--- src/rtl/pg_pkg.sv ---
// -----------------------------------------------------------------------------
// pg_pkg
// Shared definitions for the Exe0 power-gating sequencer:
//   - pg_state_e : per-domain controller state encoding
//   - default wake latency, idle threshold and counter width
// -----------------------------------------------------------------------------
package pg_pkg;

    typedef enum logic [1:0] {
        PG_SLEEP  = 2'd0,
        PG_WAKE   = 2'd1,
        PG_ACTIVE = 2'd2,
        PG_ISO    = 2'd3
    } pg_state_e;

    localparam int unsigned PG_WAKE_LAT_DEF = 4;
    localparam int unsigned PG_IDLE_TH_DEF  = 16;
    localparam int unsigned PG_CNT_W_DEF    = 8;

endpackage : pg_pkg

--- src/rtl/pg_domain_fsm.sv ---
// -----------------------------------------------------------------------------
// pg_domain_fsm
// Power-gating controller for a single Exe0 power domain.
//   SLEEP  : switch off, isolated          (sleep=1, iso=1)
//   WAKE   : switch on, still isolated     (sleep=0, iso=1), WAKE_LAT cycles
//   ACTIVE : powered and usable            (sleep=0, iso=0)
//   ISO    : one-cycle isolate before power-off (sleep=0, iso=1)
//
// Ports:
//   clk_i    in   clock
//   rst_i    in   synchronous active-high reset
//   req_i    in   an instruction for this domain is present in Dec0
//   sleep_o  out  power switch off (registered)
//   iso_o    out  output isolation (registered)
//   ready_o  out  domain is ACTIVE and may accept an instruction (registered)
// -----------------------------------------------------------------------------
module pg_domain_fsm
    import pg_pkg::*;
#(
    parameter int unsigned WAKE_LAT = PG_WAKE_LAT_DEF,
    parameter int unsigned IDLE_TH  = PG_IDLE_TH_DEF,
    parameter int unsigned CNT_W    = PG_CNT_W_DEF
) (
    input  logic clk_i,
    input  logic rst_i,
    input  logic req_i,
    output logic sleep_o,
    output logic iso_o,
    output logic ready_o
);

    localparam logic [CNT_W-1:0] WAKE_LAST = CNT_W'(WAKE_LAT - 1);
    localparam logic [CNT_W-1:0] IDLE_LAST = CNT_W'(IDLE_TH - 1);

    pg_state_e        state_q;
    logic [CNT_W-1:0] wake_cnt_q;
    logic [CNT_W-1:0] idle_cnt_q;
    logic             sleep_q;
    logic             iso_q;
    logic             ready_q;

    // Outputs are registered alongside the state so they change on the same
    // edge as the state they describe.
    always_ff @(posedge clk_i) begin
        if (rst_i) begin
            state_q    <= PG_SLEEP;
            wake_cnt_q <= '0;
            idle_cnt_q <= '0;
            sleep_q    <= 1'b1;
            iso_q      <= 1'b1;
            ready_q    <= 1'b0;
        end else begin
            case (state_q)
                PG_SLEEP: begin
                    if (req_i) begin
                        state_q    <= PG_WAKE;
                        wake_cnt_q <= '0;
                        sleep_q    <= 1'b0;
                        iso_q      <= 1'b1;
                        ready_q    <= 1'b0;
                    end
                end
                PG_WAKE: begin
                    // The wake always runs to completion, even if the
                    // request has gone away in the meantime.
                    if (wake_cnt_q == WAKE_LAST) begin
                        state_q    <= PG_ACTIVE;
                        idle_cnt_q <= '0;
                        sleep_q    <= 1'b0;
                        iso_q      <= 1'b0;
                        ready_q    <= 1'b1;
                    end else begin
                        wake_cnt_q <= wake_cnt_q + 1'b1;
                    end
                end
                PG_ACTIVE: begin
                    if (req_i) begin
                        idle_cnt_q <= '0;
                    end else if (idle_cnt_q == IDLE_LAST) begin
                        state_q    <= PG_ISO;
                        idle_cnt_q <= '0;
                        sleep_q    <= 1'b0;
                        iso_q      <= 1'b1;
                        ready_q    <= 1'b0;
                    end else begin
                        idle_cnt_q <= idle_cnt_q + 1'b1;
                    end
                end
                PG_ISO: begin
                    if (req_i) begin
                        // Late request: abort gating, the rail never dropped.
                        state_q    <= PG_ACTIVE;
                        idle_cnt_q <= '0;
                        sleep_q    <= 1'b0;
                        iso_q      <= 1'b0;
                        ready_q    <= 1'b1;
                    end else begin
                        state_q    <= PG_SLEEP;
                        sleep_q    <= 1'b1;
                        iso_q      <= 1'b1;
                        ready_q    <= 1'b0;
                    end
                end
                default: begin
                    state_q    <= PG_SLEEP;
                    wake_cnt_q <= '0;
                    idle_cnt_q <= '0;
                    sleep_q    <= 1'b1;
                    iso_q      <= 1'b1;
                    ready_q    <= 1'b0;
                end
            endcase
        end
    end

    assign sleep_o = sleep_q;
    assign iso_o   = iso_q;
    assign ready_o = ready_q;

endmodule : pg_domain_fsm

--- src/rtl/exe_pg_sequencer.sv ---
// -----------------------------------------------------------------------------
// exe_pg_sequencer
// Power-gating sequencer for the Exe0 multiplier (index 0) and shifter
// (index 1) domains. Each domain is handled by its own pg_domain_fsm; this
// level forms the per-domain requests and stalls Dec0 while any requested
// domain is not yet ACTIVE.
//
// Optional build macro: PG_STATS_EN adds 16-bit saturating SLEEP->WAKE
// counters per domain (mul_wake_cnt_o_pgs, sh_wake_cnt_o_pgs).
//
// Ports:
//   clk_i_pgs        in   clock
//   rst_i_pgs        in   synchronous active-high reset
//   valid_i_pgs      in   Dec0 instruction valid
//   mul_ins_i_pgs    in   instruction uses the multiplier
//   sh_ins_i_pgs     in   instruction uses the shifter
//   stall_o_pgs      out  hold Dec0 (combinational)
//   mul_sleep_o_pgs  out  multiplier power switch off
//   mul_iso_o_pgs    out  multiplier output isolation
//   sh_sleep_o_pgs   out  shifter power switch off
//   sh_iso_o_pgs     out  shifter output isolation
//   mul_wake_cnt_o_pgs / sh_wake_cnt_o_pgs  out [15:0]  (PG_STATS_EN only)
// -----------------------------------------------------------------------------
module exe_pg_sequencer
    import pg_pkg::*;
#(
    parameter int unsigned WAKE_LAT = PG_WAKE_LAT_DEF,
    parameter int unsigned IDLE_TH  = PG_IDLE_TH_DEF,
    parameter int unsigned CNT_W    = PG_CNT_W_DEF
) (
    input  logic        clk_i_pgs,
    input  logic        rst_i_pgs,
    input  logic        valid_i_pgs,
    input  logic        mul_ins_i_pgs,
    input  logic        sh_ins_i_pgs,
    output logic        stall_o_pgs,
    output logic        mul_sleep_o_pgs,
    output logic        mul_iso_o_pgs,
    output logic        sh_sleep_o_pgs,
    output logic        sh_iso_o_pgs
`ifdef PG_STATS_EN
    ,
    output logic [15:0] mul_wake_cnt_o_pgs,
    output logic [15:0] sh_wake_cnt_o_pgs
`endif
);

    logic [1:0] req_w;
    logic [1:0] sleep_w;
    logic [1:0] iso_w;
    logic [1:0] ready_w;

    assign req_w = {valid_i_pgs & sh_ins_i_pgs, valid_i_pgs & mul_ins_i_pgs};

    for (genvar gi = 0; gi < 2; gi++) begin : g_dom
        pg_domain_fsm #(
            .WAKE_LAT (WAKE_LAT),
            .IDLE_TH  (IDLE_TH),
            .CNT_W    (CNT_W)
        ) u_fsm (
            .clk_i   (clk_i_pgs),
            .rst_i   (rst_i_pgs),
            .req_i   (req_w[gi]),
            .sleep_o (sleep_w[gi]),
            .iso_o   (iso_w[gi]),
            .ready_o (ready_w[gi])
        );
    end

    // Any requested domain that is not ready holds the instruction.
    assign stall_o_pgs     = ~rst_i_pgs & (|(req_w & ~ready_w));

    assign mul_sleep_o_pgs = sleep_w[0];
    assign mul_iso_o_pgs   = iso_w[0];
    assign sh_sleep_o_pgs  = sleep_w[1];
    assign sh_iso_o_pgs    = iso_w[1];

`ifdef PG_STATS_EN
    logic [15:0] wake_cnt_q [2];

    // sleep_w is high exactly when the domain sits in SLEEP, so a request
    // seen there is a SLEEP->WAKE transition on the coming edge.
    for (genvar gi = 0; gi < 2; gi++) begin : g_stats
        always_ff @(posedge clk_i_pgs) begin
            if (rst_i_pgs) begin
                wake_cnt_q[gi] <= '0;
            end else if (req_w[gi] && sleep_w[gi] && (wake_cnt_q[gi] != 16'hFFFF)) begin
                wake_cnt_q[gi] <= wake_cnt_q[gi] + 16'd1;
            end
        end
    end

    assign mul_wake_cnt_o_pgs = wake_cnt_q[0];
    assign sh_wake_cnt_o_pgs  = wake_cnt_q[1];
`endif

endmodule : exe_pg_sequencer

--- config.mk ---
export PLATFORM = sky130hd
export DESIGN_NAME = exe_pg_sequencer
export DESIGN_NICKNAME = d
export VERILOG_FILES = /design/src/rtl/pg_pkg.sv /design/src/rtl/pg_domain_fsm.sv /design/src/rtl/exe_pg_sequencer.sv
export SDC_FILE = /design/constraint.sdc
export NUM_CORES = 1
export LEC_CHECK = 0
export CORE_MARGIN = 2
export CORE_UTILIZATION = 54
export CTS_CLUSTER_SIZE = 30
export DETAILED_ROUTE_END_ITERATION = 7
export GPL_TIMING_DRIVEN = 0
export HOLD_SLACK_MARGIN = 0.02
export PLACE_DENSITY = 0.85
export SLEW_MARGIN = 25
export SYNTH_ARGS = -nofsm -noshare
export SYNTH_HDL_FRONTEND = slang
export SYNTH_HIERARCHICAL = 1
export SYNTH_SLANG_ARGS = --single-unit
--- constraint.sdc ---
create_clock -name clk_i_pgs -period 1.72 [get_ports clk_i_pgs]
set_clock_uncertainty 0.05 [all_clocks]
set_input_delay 0.344 -clock clk_i_pgs [delete_from_list [all_inputs] [get_ports clk_i_pgs]]
set_output_delay 0.344 -clock clk_i_pgs [all_outputs]
set_load 0.03 [all_outputs]
==> flow_summary.toml <==
[cells_and_area]
stdcell_area_um2 = 2860
nets = 299
syn2layout_area_growth_pct = 24.2
seq_area_um2 = 861
multiInputGateArea_um2 = 1540
n_fill_cell = 292
diodes = 0
drive_gt1_frac = 0.275

[global_route]
antenna_found_initial = 0
grt_max_degree = 13
grt_pass1_vias = 1928
grt_pass1_wl_um = 8400
gr-total-overflow = 0
grtUsageTotal = 0.212

[critical_path]
crit_path_start_kind = "register"
worstSetupPathType = "register to register"
crit_fanout = 5
path_cells = "nor4b_4 -> buf_4 -> a21oi_4 -> or3_2 -> a21oi_2"
cpPeakStageDelay_ns = 0.46
worstSetupEndpointType = "register"
crit_slowest_cell = "or3_2"
required_ns = 1.92
cp.arrival_ns = 1.87

[synthesis]
seq_area_frac_synth = 0.365
synthTopCellsByArea = "dfxtp_1 (37%), a21oi_1 (5.0%), nor2_1 (3.1%)"
synthesis.area_um2 = 2300
yosys_warnings = 6
synth_area_leader_cell = "dfxtp_1"
syn_inst = 257
synth-edff-count = 0
ys_async_sr_fraction = 0
syn_avg_cell_area_um2 = 8.95
synth.distinct_cells = 58
synthFlopType = "dfxtp_1"
ys_seq_elements = 42
syn-num-nets = 266
yosys.area.top_type_share = 0.365

[pwr]
p_int_uw = 1480
power.density_nw_per_um2 = 692
p_sw_uw = 494
comb_power_share = 0.110
p_leak_uw = 0.00101
power.share.clock = 0.382
swShare = 0.250
ir_worst_vdd_mv = 0.420
seqPwrFrac = 0.508

[clocking]
htree_levels = 2
clkLatencyLatePin_ns = 0.31
cts-root-buf = "clkbuf_8"
hold_buffers = 0
cts_tree = "done"
clk_pin_slew_ns = 0.08
cts.path.max_buffers = 2
cts_made_buffers = 5
cts.sinks = 42

[sta]
max_clock_freq_mhz = 597
slew_violations = 0
rsz0062_at_grt = "true"
worst_pin_slew_ns = 0.603
fin_crit_ns = 1.68
fin_crit_sh = 0.974
setup_viol = 0
tns_ns = 0
hold_violations = 0
layout_setup_ws_ns = 0.0449
max_slew_margin = 0.597

[place]
dp_slack_ns = -0.621
gp_congestion = 0.818
dpl.hpwl_um = 3230
io_buffers = 9
post_dp_cell_area_um2 = 2470

[drt]
wl_um = 5410
drc = 0
drtIter0Drc = 206
firstDrtPassIters = 4
vias = 2131
wl_per_cell_um = 15.9
ant_nets = 0
via_per_inst = 6.25

[die]
die_y_um = 69.3
design.core.area_um2 = 4060
dieArea_um2 = 4800
die_w_um = 69.3
row_count = 23
start_util = 0.567
ios = 10

[worst_hold_path]
holdCritPathClass = "register to register"

[outcome]
status = "complete, no violations"

[job]
maxCapViolCount = 0
==> registers in the layout, indices dropped and copies added, names as in the netlist <==
signal	cells
g_dom.u_fsm/idle_cnt_q	16
g_dom.u_fsm/iso_o	2
g_dom.u_fsm/ready_o	2
g_dom.u_fsm/sleep_o	2
g_dom.u_fsm/state_q	4
g_dom.u_fsm/wake_cnt_q	16
==> cell type report <==
class,count,share of cell area
flip-flops and latches,42,0.301
plain buffers,5,0.0118
repair buffers,26,0.0757
multi-input cells,201,0.539
well taps,50,0.0219
clock buffers,8,0.0385
inverters,9,0.0118
==> synth_stat cells (2+ instances only) <==
master,number
and3_2,2
a311oi_1,3
o21bai_1,4
a21oi_1,23
inv_1,9
nor3b_1,3
and2_1,7
a21o_1,3
a31oi_1,3
nand3_1,11
nand2_1,12
dfxtp_1,42
xor2_1,2
xnor2_1,7
nor3_1,10
nor2b_1,5
and3_1,7
nor4b_4,2
nor4b_2,3
a22o_1,2
nand4b_1,2
nor4_1,3
buf_2,2
nand4_1,6
nor2_1,19
ha_1,4
nand3b_1,3
o21ai_0,7
or4_1,4
nand2b_1,8
a211oi_1,2
mux2i_1,5
a221o_1,2
or3_1,2
clkbuf_1,2
o31ai_1,4
==> timing repair <==
| item | in CTS | in global routing |
|---|---|---|
| setup endpoints to repair | 31 | 19 |
| cloned | 0 | 1 |
| pin swaps | 4 | 6 |
| resized for setup | 28 | 26 |
| setup buffers | 9 | 8 |
==> final timing paths <==
check,start,endpoint,slack (ns),cells past startpoint
max,g_dom[0].u_fsm/wake_cnt_q[4],g_dom[0].u_fsm/idle_cnt_q[0],0.04,5
max reg2reg,g_dom[0].u_fsm/wake_cnt_q[4],g_dom[0].u_fsm/idle_cnt_q[0],0.04,5
min,g_dom[0].u_fsm/idle_cnt_q[7],g_dom[0].u_fsm/idle_cnt_q[7],0.45,2
min reg2reg,g_dom[0].u_fsm/idle_cnt_q[7],g_dom[0].u_fsm/idle_cnt_q[7],0.45,2
==> worst max-delay path: cells and delay by family, from the launching register on <==
kind	cells	cell delay [ns]
and+or+nand+nor	2	0.80
DFF	1	0.37
buffers and inverters	1	0.21
AOI/OAI and AO/OA	2	0.20
==> metrics by stage <==
step | total power (µW) | cells | util | hold WS [ns]
after global placement | 1220 | 316 | 0.608 | 0.423
after floorplan | 1160 | 257 | - | 0.401
final | 1980 | 341 | 0.704 | 0.453
after CTS | 1970 | 332 | 0.664 | 0.441
after detailed placement | 1220 | 316 | 0.608 | 0.431
after global routing | 2050 | 341 | 0.704 | 0.475
==> power groups by stage <==
stage / Combinational (µW) / Clock, µW / Sequential [µW]
final: 218 / 755 / 1000
after floorplan: 116 / 0 / 1040
after global routing: 237 / 803 / 1010
after detailed placement: 192 / 0 / 1030
after CTS: 200 / 760 / 1010
after global placement: 189 / 0 / 1030
==> placed cells by master (no fill, tap or decap), drive strengths merged, types with 4 or more instances in the layout <==
cell type,netlist,final
or4,4,4
mux2i,5,5
buf,2,18
nand2b,9,9
o21bai,4,4
dlygate4sd2,0,7
nor2b,6,6
nand4,6,6
nor4b,6,6
and2,7,7
xnor2,7,7
o31ai,5,5
nor2,19,19
inv,9,9
nand2,12,12
clkbuf,4,12
or3,4,4
ha,4,4
dfxtp,42,42
nor3,10,10
nand3,11,11
o21ai,8,8
a21oi,25,26
and3,9,9
==> cells by family (layout without fill, tap and decap cells) <==
group / count (synthesis) / in the layout / synth area share
compound gates: 66 / 67 / 0.208
xor+xnor: 9 / 9 / 0.0343
fa+ha+maj: 4 / 4 / 0.0218
buf+inv: 15 / 48 / 0.0304
flops: 42 / 42 / 0.365
mux: 6 / 6 / 0.0266
simple gates: 115 / 115 / 0.313
==> layer usage <==
metal  part of all wire  vias to the layer above  GRT usage  routed length (µm)
li1                   -                     1034          -                   -
met1               0.45                     1028      0.272                2440
met2               0.47                       57      0.342                2560
met3              0.051                       12     0.0567                 278
met4              0.023                        0     0.0806                 123
met5                  0                        -          0                   0
(Power assumes the default switching activity.)
